===== config.mk =====
export PLATFORM = sky130hd
export DESIGN_NAME = skew_feeder
export DESIGN_NICKNAME = d
export VERILOG_FILES = /design/src/rtl/skew_feeder.sv
export SDC_FILE = /design/constraint.sdc
export NUM_CORES = 1
export LEC_CHECK = 0
export ABC_AREA = 1
export CORE_UTILIZATION = 30
export CTS_CLUSTER_SIZE = 16
export DETAILED_ROUTE_END_ITERATION = 8
export DONT_BUFFER_PORTS = 1
export PLACE_DENSITY = 0.49
export REMOVE_ABC_BUFFERS = 1
export SLEW_MARGIN = 5
export SYNTH_ARGS = -nofsm -noshare
export SYNTH_HDL_FRONTEND = slang
export SYNTH_SLANG_ARGS = --single-unit

===== constraint.sdc =====
create_clock -name clk -period 3.4 [get_ports clk]
set_input_delay 0.68 -clock clk [delete_from_list [all_inputs] [get_ports clk]]
set_output_delay 0.68 -clock clk [all_outputs]
set_load 0.02 [all_outputs]

===== src/rtl/skew_feeder.sv =====
`default_nettype none
// ============================================================================
// Module   : skew_feeder
// Purpose  : Holds a DIM x DIM operand matrix and streams it into a systolic
//            array with the classic diagonal skew. At step t, lane k carries
//            buf[t-k][k] whenever that row index lies inside the matrix, so
//            lane k starts k cycles after lane 0.
// Ports    : clk      - single clock, rising edge
//            rst_n    - asynchronous active-low reset (also clears the buffer)
//            en       - stream advance enable (0 = stall, outputs held)
//            wr_en    - write one buffer row (accepted only when idle)
//            wr_row   - row index for the write
//            wr_data  - row data, lane k in [k*BITS +: BITS]
//            start    - begin streaming the buffered matrix
//            a_out    - skewed operands, lane k feeds array row k
//            a_valid  - per-lane valid for a_out
//            busy     - high while streaming (including stalls)
//            done     - one-cycle pulse when the stream finishes
// Revision : 1.0 - initial release
// ============================================================================
module skew_feeder #(
    parameter int DIM  = 8,
    parameter int BITS = 8
) (
    input  logic                    clk,
    input  logic                    rst_n,
    input  logic                    en,
    input  logic                    wr_en,
    input  logic [$clog2(DIM)-1:0]  wr_row,
    input  logic [DIM*BITS-1:0]     wr_data,
    input  logic                    start,
    output logic [DIM*BITS-1:0]     a_out,
    output logic [DIM-1:0]          a_valid,
    output logic                    busy,
    output logic                    done
);

    localparam int c_RW = $clog2(DIM);
    localparam int c_TW = $clog2(2*DIM-1);
    localparam logic [c_TW-1:0] c_LAST = c_TW'(2*DIM-2);

    typedef enum logic [0:0] {
        S_IDLE   = 1'b0,
        S_STREAM = 1'b1
    } state_t;

    state_t                 r_state;
    state_t                 w_state_nxt;
    logic [c_TW-1:0]        r_t;
    logic [c_TW-1:0]        w_t_nxt;
    // Step whose lane values get registered on this edge (only meaningful
    // when w_load is set).
    logic [c_TW-1:0]        w_step;
    logic                   w_load;
    logic                   w_clear;
    logic                   w_done_nxt;
    logic                   w_wr;

    logic signed [BITS-1:0] r_buf [DIM][DIM];

    logic [DIM*BITS-1:0]    r_a_out;
    logic [DIM-1:0]         r_a_valid;
    logic                   r_done;
    logic [DIM*BITS-1:0]    w_lane_a;
    logic [DIM-1:0]         w_lane_v;
    logic [DIM*BITS-1:0]    w_a_nxt;
    logic [DIM-1:0]         w_v_nxt;
    int                     w_diff;

    // Writes are only taken when idle; a simultaneous start wins so the
    // matrix being streamed is never modified.
    assign w_wr = (r_state == S_IDLE) && wr_en && !start;

    always_ff @(posedge clk or negedge rst_n) begin
        if (!rst_n) begin
            for (int r = 0; r < DIM; r++) begin
                for (int c = 0; c < DIM; c++) begin
                    r_buf[r][c] <= '0;
                end
            end
        end else if (w_wr) begin
            for (int c = 0; c < DIM; c++) begin
                r_buf[wr_row][c] <= wr_data[c*BITS +: BITS];
            end
        end
    end

    // Next-state / step control.
    always_comb begin
        w_state_nxt = r_state;
        w_t_nxt     = r_t;
        w_step      = r_t;
        w_load      = 1'b0;
        w_clear     = 1'b0;
        w_done_nxt  = 1'b0;
        case (r_state)
            S_IDLE: begin
                if (start) begin
                    w_state_nxt = S_STREAM;
                    w_t_nxt     = '0;
                    w_step      = '0;
                    w_load      = 1'b1;
                end
            end
            S_STREAM: begin
                if (en) begin
                    if (r_t == c_LAST) begin
                        w_state_nxt = S_IDLE;
                        w_t_nxt     = '0;
                        w_clear     = 1'b1;
                        w_done_nxt  = 1'b1;
                    end else begin
                        w_t_nxt = r_t + c_TW'(1);
                        w_step  = r_t + c_TW'(1);
                        w_load  = 1'b1;
                    end
                end
            end
            default: begin
                w_state_nxt = S_IDLE;
            end
        endcase
    end

    // Diagonal gather: lane k shows row (step - k) of column k.
    always_comb begin
        w_lane_a = '0;
        w_lane_v = '0;
        w_diff   = 0;
        for (int k = 0; k < DIM; k++) begin
            w_diff = int'(w_step) - k;
            if ((w_diff >= 0) && (w_diff < DIM)) begin
                w_lane_v[k]               = 1'b1;
                w_lane_a[k*BITS +: BITS]  = r_buf[w_diff[c_RW-1:0]][k];
            end
        end
    end

    assign w_a_nxt = w_load ? w_lane_a : (w_clear ? '0 : r_a_out);
    assign w_v_nxt = w_load ? w_lane_v : (w_clear ? '0 : r_a_valid);

    always_ff @(posedge clk or negedge rst_n) begin
        if (!rst_n) begin
            r_state   <= S_IDLE;
            r_t       <= '0;
            r_a_out   <= '0;
            r_a_valid <= '0;
            r_done    <= 1'b0;
        end else begin
            r_state   <= w_state_nxt;
            r_t       <= w_t_nxt;
            r_a_out   <= w_a_nxt;
            r_a_valid <= w_v_nxt;
            r_done    <= w_done_nxt;
        end
    end

    assign a_out   = r_a_out;
    assign a_valid = r_a_valid;
    assign done    = r_done;
    assign busy    = (r_state == S_STREAM);

endmodule
`default_nettype wire


* After elaboration in Yosys (flattened, before gate mapping)
Index checks and enable logic that the tools add are counted.
Word-level totals: output and inout bits 74, input port bits 72, logic and storage cells 212, register bits 590
Cells by class: add/sub/neg operators 8, bitwise operators 10, eq/ne operators 2, reduce and logical (&&, ||, !) cells 13, magnitude comparators 26, multiplexer cells 84
Operators with widths (number):
- bitwise mux 512 bit | 8
- binary-select mux 64 bit (select 3 bit) | 8
- demux 64 bit (select 3 bit) | 8
- two-way mux 64 bit | 5
- two-way mux 56 bit | 3
- two-way mux 48 bit | 3
- two-way mux 40 bit | 3
- two-way mux 8 bit | 13
- two-way mux 32 bit | 3
- two-way mux 24 bit | 3
- two-way mux 16 bit | 3
- greater-or-equal comparator 4 bit (second input constant) | 9
- NOT 3 -> 4 bit | 9
- greater-or-equal comparator 5 x 1 -> 1 bit (second input constant) | 7
- < comparator 5 bit (second input constant) | 7
- two-way mux 4 bit | 5
- subtractor 4 x 3 -> 5 bit (second input constant) | 4
- case mux 4 bit (2 select lines) | 2
- two-way mux 1 bit | 15
- logical AND 1 bit | 11
- subtractor 4 x 2 -> 5 bit (second input constant) | 2
- subtractor 4 x 1 -> 5 bit (second input constant) | 1
- adder 4 x 1 -> 4 bit (second input constant) | 1
- equality test 4 bit (second input constant) | 1
- other kinds (8) | 9

* Longest topological paths before layout
word-level depth 13, gate-level depth with buffers 22, depth with buffers taken out 17

* Worst setup path before layout
Ideal clock, no wire load.
path type flip-flop to flip-flop, from reg r_t[0], to reg r_a_out[14], in the netlist a_out[14], setup time 0.118 ns, data required time 3.282 ns, stages on the path, launching flop included 23, setup slack 0.094 ns, clock period less this slack 3.306 ns, buffers on the path 5, arrival 3.188 ns, cell sequence dfrtp_1 inv_1 ha_1 nand3_2 ha_1 inv_1 nand2_1 nand2_2 inv_2 buf_2 buf_2 ha_1 clkbuf_1 inv_1 clkbuf_1 clkbuf_1 nand3_1 nand2_1 clkinv_1 nand2_1 nand2_1 nand3_1 nand2_1
Between the ends: longest elaborated chain between the ends 11, elaborated cells between the ends (all ways) 23, classes of those cells 2 x add/sub; 2 x order compare; 1 x eq/ne; 15 x mux; 1 x bitwise; 2 x reduce/logical
Ends and longest elaborated chain:
- start: declaration | RTL line 49 | logic [c_TW-1:0] r_t;
- start signal: assignment | RTL line 151 | r_t <= w_t_nxt;
- adder 4 x 1 -> 4 bit / equality test 4 bit (equally long branches) | RTL line 114, 107
- two-way mux 4 bit | RTL line 107 | if (r_t == c_LAST) begin
- two-way mux 4 bit | RTL line 106 | if (en) begin
- case mux 4 bit (2 select lines) | RTL line 96 | case (r_state)
- subtractor 4 x 1 -> 5 bit | RTL line 131 | w_diff = int'(w_step) - k;
- NOT 3 -> 4 bit (implied by the code) | RTL line 134 | w_lane_a[k*BITS +: BITS] = r_buf[w_diff[c_RW-1:0]][k];
- binary-select mux 64 bit (select 3 bit) | RTL line 134
- two-way mux 56 bit (implied by the code) (2 in a row) | RTL line 134
- two-way mux 8 bit | RTL line 132 | if ((w_diff >= 0) && (w_diff < DIM)) begin
- two-way mux 64 bit | RTL line 139 | assign w_a_nxt = w_load ? w_lane_a : (w_clear ? '0 : r_a_out);
- end signal: assignment | RTL line 152 | r_a_out <= w_a_nxt;
- end: declaration | RTL line 61 | logic [DIM*BITS-1:0] r_a_out;
Parallel ways exist; a longest one is shown, timed or not. The select of a mux whose other input is x is not followed. A chain may end at the register's enable or synchronous reset.

* Worst setup path in the final report
from reg r_t[0], to reg r_a_out[58], in the netlist a_out[58]
Between the ends: longest elaborated chain between the ends 11, elaborated cells between the ends (all ways) 23, classes of those cells 2 x add/sub; 2 x order compare; 1 x eq/ne; 15 x mux; 1 x bitwise; 2 x reduce/logical
Ends and longest elaborated chain (RTL line):
- adder 4 x 1 -> 4 bit / equality test 4 bit (equally long branches) | 114, 107
- two-way mux 4 bit | 107
- two-way mux 4 bit | 106
- case mux 4 bit (2 select lines) | 96
- subtractor 4 x 3 -> 5 bit | 131
- NOT 3 -> 4 bit (implied by the code) | 134
- binary-select mux 64 bit (select 3 bit) | 134
- two-way mux 8 bit (implied by the code) (2 in a row) | 134
- two-way mux 8 bit | 132
- two-way mux 64 bit | 139
Parallel ways exist; a longest one is shown, timed or not. The select of a mux whose other input is x is not followed.

==> reports/qor.log <==
qor: power.ir_worst_vdd 0.6095 mV
qor: clock_tree.h-tree-depth 3
qor: yosys.synth.lib_cells_used.distinct 27
qor: finish.net_count_final 3317
qor: setup_path.critical_path.reg2reg.startpoint r_t[0]$_DFFE_PN0P_
qor: timing.final.period_utilization 0.8488
qor: yosys.syn_area_per_cell 7.981 µm²
qor: finish.area.growth.synth_to_final 12.77%
qor: global_route.groute.usage.overall 0.1802
qor: timing.worst_clock_skew 0.01869 ns
qor: yosys.ys_ff_latch 590
qor: finish.nFillCells 9312
qor: run.maxCapViolCount 0
qor: outcome.violated_checks negative hold slack, max-slew violations
qor: clock_tree.cts_root_buffer sky130_fd_sc_hd__clkbuf_16
qor: setup_path.critPathCapture a_out[58]$_DFFE_PN0P_
qor: global_route.grt_max_degree 591
qor: clock_tree.clkSlewWorstSetupHoldPaths 0.06 ns
qor: die.start_util 0.3050
qor: yosys.yosysSeqAreaShare 0.5537
qor: finish.mostFrequentLayoutCell sky130_fd_sc_hd__nand2_1
qor: global_route.highest_utilization_routing_layer_at_the_global_route_stage met2
qor: clock_tree.cts_sinks 590
qor: placed_design.pre_cts_slack 0.4520 ns
qor: placed_design.dp_hpwl 41890 µm
qor: finish.leading_cell_types_in_the_layout_fill_and_taps_excluded 1277 x sky130_fd_sc_hd__nand2_1, 590 x sky130_fd_sc_hd__dfrtp_1, 567 x sky130_fd_sc_hd__o21ai_0
qor: setup_path.timing.reg2reg.setup_slack 0.51 ns
qor: drt.route.antenna.remaining_nets 0
qor: clock_tree.worst_skew_pair.late_latency 0.61 ns
qor: timing.post-route-worst-setup-slack 0.5140 ns
qor: global_route.grt_antenna_before_repair 5
qor: power.leakage 14.27 nW
qor: power.power.total 24.34 mW
qor: drt.totalWireLength 80080 µm
qor: placed_design.port-buffer-count 0
qor: timing.report.final.slew_viol_count 387
qor: setup_path.setup.worst_path.class flop to flop
qor: finish.num_antenna_cells 0
qor: hold_path.holdCritPathClass input port to asynchronous set/reset pin
qor: timing.highest_clock_frequency_the_design_can_meet 346.5 MHz
qor: setup_path.cp_startpoint r_t[0]$_DFFE_PN0P_
qor: timing.grt_setup_unrepaired false
qor: die.pin_count 146
qor: timing.fin_hold_ws -0.2176 ns
qor: outcome.status finished with violations
qor: global_route.gr-usage-met3 0.04307
qor: timing.finalSetupViolCount 0
qor: setup_path.critPathMaxFanout 102
qor: yosys.synth.area.top_cells sky130_fd_sc_hd__dfrtp_1 55%, sky130_fd_sc_hd__nand2_1 18%, sky130_fd_sc_hd__o21ai_0 11%, sky130_fd_sc_hd__nand3_1 6.1%, sky130_fd_sc_hd__inv_1 2.4%
qor: global_route.first_global_vias 20900
qor: clock_tree.cts_buffer_depth 3
qor: clock_tree.tritoncts built
qor: setup_path.setup.worst_path.end_class flop
qor: yosys.synthDominantCellAreaShare 0.5537
qor: yosys.post_synth_inst_count 3341
qor: timing.final_period_minus_worst_setup_slack 2.886 ns
qor: global_route.grt_pass1_wl 127000 µm
qor: drt.drt_pre_antenna_iters 5
qor: die.fp.coreArea 87430 µm²
qor: setup_path.worst_setup_path_start_kind flop
qor: setup_path.reg2regPathDepth 13
qor: timing.worstMarginPinSlew 3.484 ns
qor: drt.total_via_count_in_the_routed_design 21380
qor: die.die_h 300.1 µm
qor: clock_tree.cts-buffers-inserted 72
qor: placed_design.dpl.cell_count 4318
qor: drt.post_drt_via_cell_ratio 4.815
qor: timing.slew_headroom -1.322
qor: yosys.post_synth_instance_area 26660 µm²
qor: placed_design.globalplace.congestion 0.7556
qor: finish.instances_no_fill 4440
qor: global_route.overflow 0
qor: yosys.yosys_warnings 0
qor: drt.drt_iter0_drc 1819
qor: die.rows 108
qor: drt.drc_errors 0
qor: timing.finalHoldViolations 162
qor: die.die_width 300.1 µm
qor: global_route.groute.layer.met2.usage 0.2787
qor: drt.routedWlPerCell 18.04 µm
qor: die.die_area 90080 µm²
qor: yosys.synth.largest_area_cell sky130_fd_sc_hd__dfrtp_1
qor: finish.final_layout_size_suffix_gt1_frac 0.05540
qor: setup_path.reg_to_reg_endpoint a_out[58]$_DFFE_PN0P_
qor: global_route.groute.layer.met1.usage 0.2540
qor: power.power.density 809.3 nW/µm²
qor: setup_path.critical_path_required 3.89 ns
qor: setup_path.timing.critical_path.arrival 3.37 ns
## synthesized netlist by cell type
cell type	number
sky130_fd_sc_hd__nor2_4	2
sky130_fd_sc_hd__buf_2	36
sky130_fd_sc_hd__clkinv_1	8
sky130_fd_sc_hd__or2_2	2
sky130_fd_sc_hd__nand2_4	1
sky130_fd_sc_hd__clkbuf_1	151
sky130_fd_sc_hd__nand2_1	1278
sky130_fd_sc_hd__nand4_1	19
sky130_fd_sc_hd__nor2_2	3
sky130_fd_sc_hd__o22ai_1	2
sky130_fd_sc_hd__dfrtp_1	590
sky130_fd_sc_hd__buf_1	12
sky130_fd_sc_hd__buf_6	4
sky130_fd_sc_hd__inv_2	5
sky130_fd_sc_hd__nand3_2	3
sky130_fd_sc_hd__nand3b_1	14
sky130_fd_sc_hd__nand2_2	12
sky130_fd_sc_hd__a21oi_1	17
sky130_fd_sc_hd__o21ai_2	1
sky130_fd_sc_hd__or2_1	1
sky130_fd_sc_hd__buf_4	16
sky130_fd_sc_hd__inv_1	169
sky130_fd_sc_hd__o21ai_1	26
sky130_fd_sc_hd__o21ai_0	567
sky130_fd_sc_hd__nor2_1	67
sky130_fd_sc_hd__ha_1	8
sky130_fd_sc_hd__nand3_1	327
## stage by stage
stage	util	cell area, µm²	setup TNS [ns]
floorplan	-	25710	-763.48
global placement	0.3163	27660	0
detailed placement	0.3163	27660	0
CTS	0.3439	30070	0
global route	0.3439	30070	0
finish	0.3439	30070	0
## power by group
group | switching (mW) | total [mW] | leakage [nW] | internal [mW]
registers | 0.920 | 8.75 | 8.10 | 7.83
logic | 5.35 | 7.73 | 4.98 | 2.37
clock network | 3.03 | 7.86 | 1.19 | 4.83
total | 9.30 | 24.3 | 14.3 | 15.0
## flip-flops by register name (all words and copies together), names as in the netlist
| register | flops |
|---|---|
| a_valid | 8 |
| r_t | 4 |
| done | 1 |
| busy | 1 |
| a_out | 64 |
| r_buf | 512 |
## logic make-up after synthesis
kind of cell / count (synthesis) / share of synthesized area
DFF: 590 / 0.5537
buffers and inverters: 401 / 0.06152
AOI/OAI and AO/OA: 613 / 0.1153
adders and majority gates: 8 / 0.003754
and+or+nand+nor: 1729 / 0.2657
## repair_timing
item                      CTS  global route
gates resized for setup     0             0
setup buffers               0             0
hold endpoints to repair  590           590
## worst min-delay path by stage
| stage | from | depth (start not counted) | slack, ns | to |
|---|---|---|---|---|
| 3_5_place_dp | rst_n | 0 | 0.42 | r_buf[399]$_DFFE_PN0P_ |
| 5_1_grt | rst_n | 0 | -0.25 | r_buf[399]$_DFFE_PN0P_ |
| 6_report | rst_n | 0 | -0.22 | r_buf[399]$_DFFE_PN0P_ |
| 2_1_floorplan | rst_n | 0 | 0.38 | a_out[0]$_DFFE_PN0P_ |
| 3_3_place_gp | rst_n | 0 | 0.42 | r_buf[399]$_DFFE_PN0P_ |
| 4_1_cts | rst_n | 0 | -0.24 | r_buf[399]$_DFFE_PN0P_ |
## critical path: stages, from the launching register on
cell	delay, ns
sky130_fd_sc_hd__dfrtp_1	0.46
sky130_fd_sc_hd__inv_1	0.11
sky130_fd_sc_hd__ha_1	0.19
sky130_fd_sc_hd__nand3_2	0.12
sky130_fd_sc_hd__ha_1	0.29
sky130_fd_sc_hd__inv_1	0.09
sky130_fd_sc_hd__nand2_4	0.09
sky130_fd_sc_hd__nand2_8	0.11
sky130_fd_sc_hd__buf_12	0.41
sky130_fd_sc_hd__nand3_1	0.16
sky130_fd_sc_hd__nor2_1	0.43
sky130_fd_sc_hd__nor2_4	0.14
sky130_fd_sc_hd__nand2_1	0.10
sky130_fd_sc_hd__nand2_1	0.05
## per-layer routing
metal | part of all wire | up-vias | routed length (µm)
li1 | - | 10550 | -
met3 | 0.058 | 107 | 4678
met2 | 0.44 | 410 | 35490
met5 | 0.00065 | - | 52
met1 | 0.48 | 10310 | 38490
met4 | 0.017 | 10 | 1367
## area by class of cell
class                   count  area, µm²  area share
flip-flops and latches    590      14760      0.4910
multi-input cells        2350      10290      0.3423
clock buffers             106       2196     0.07303
repair buffers             41      470.5     0.01565
clock inverters            16      215.2    0.007157
inverters                 182      686.9     0.02284
well taps                1155       1445     0.04806
(Power assumes the default switching activity.)
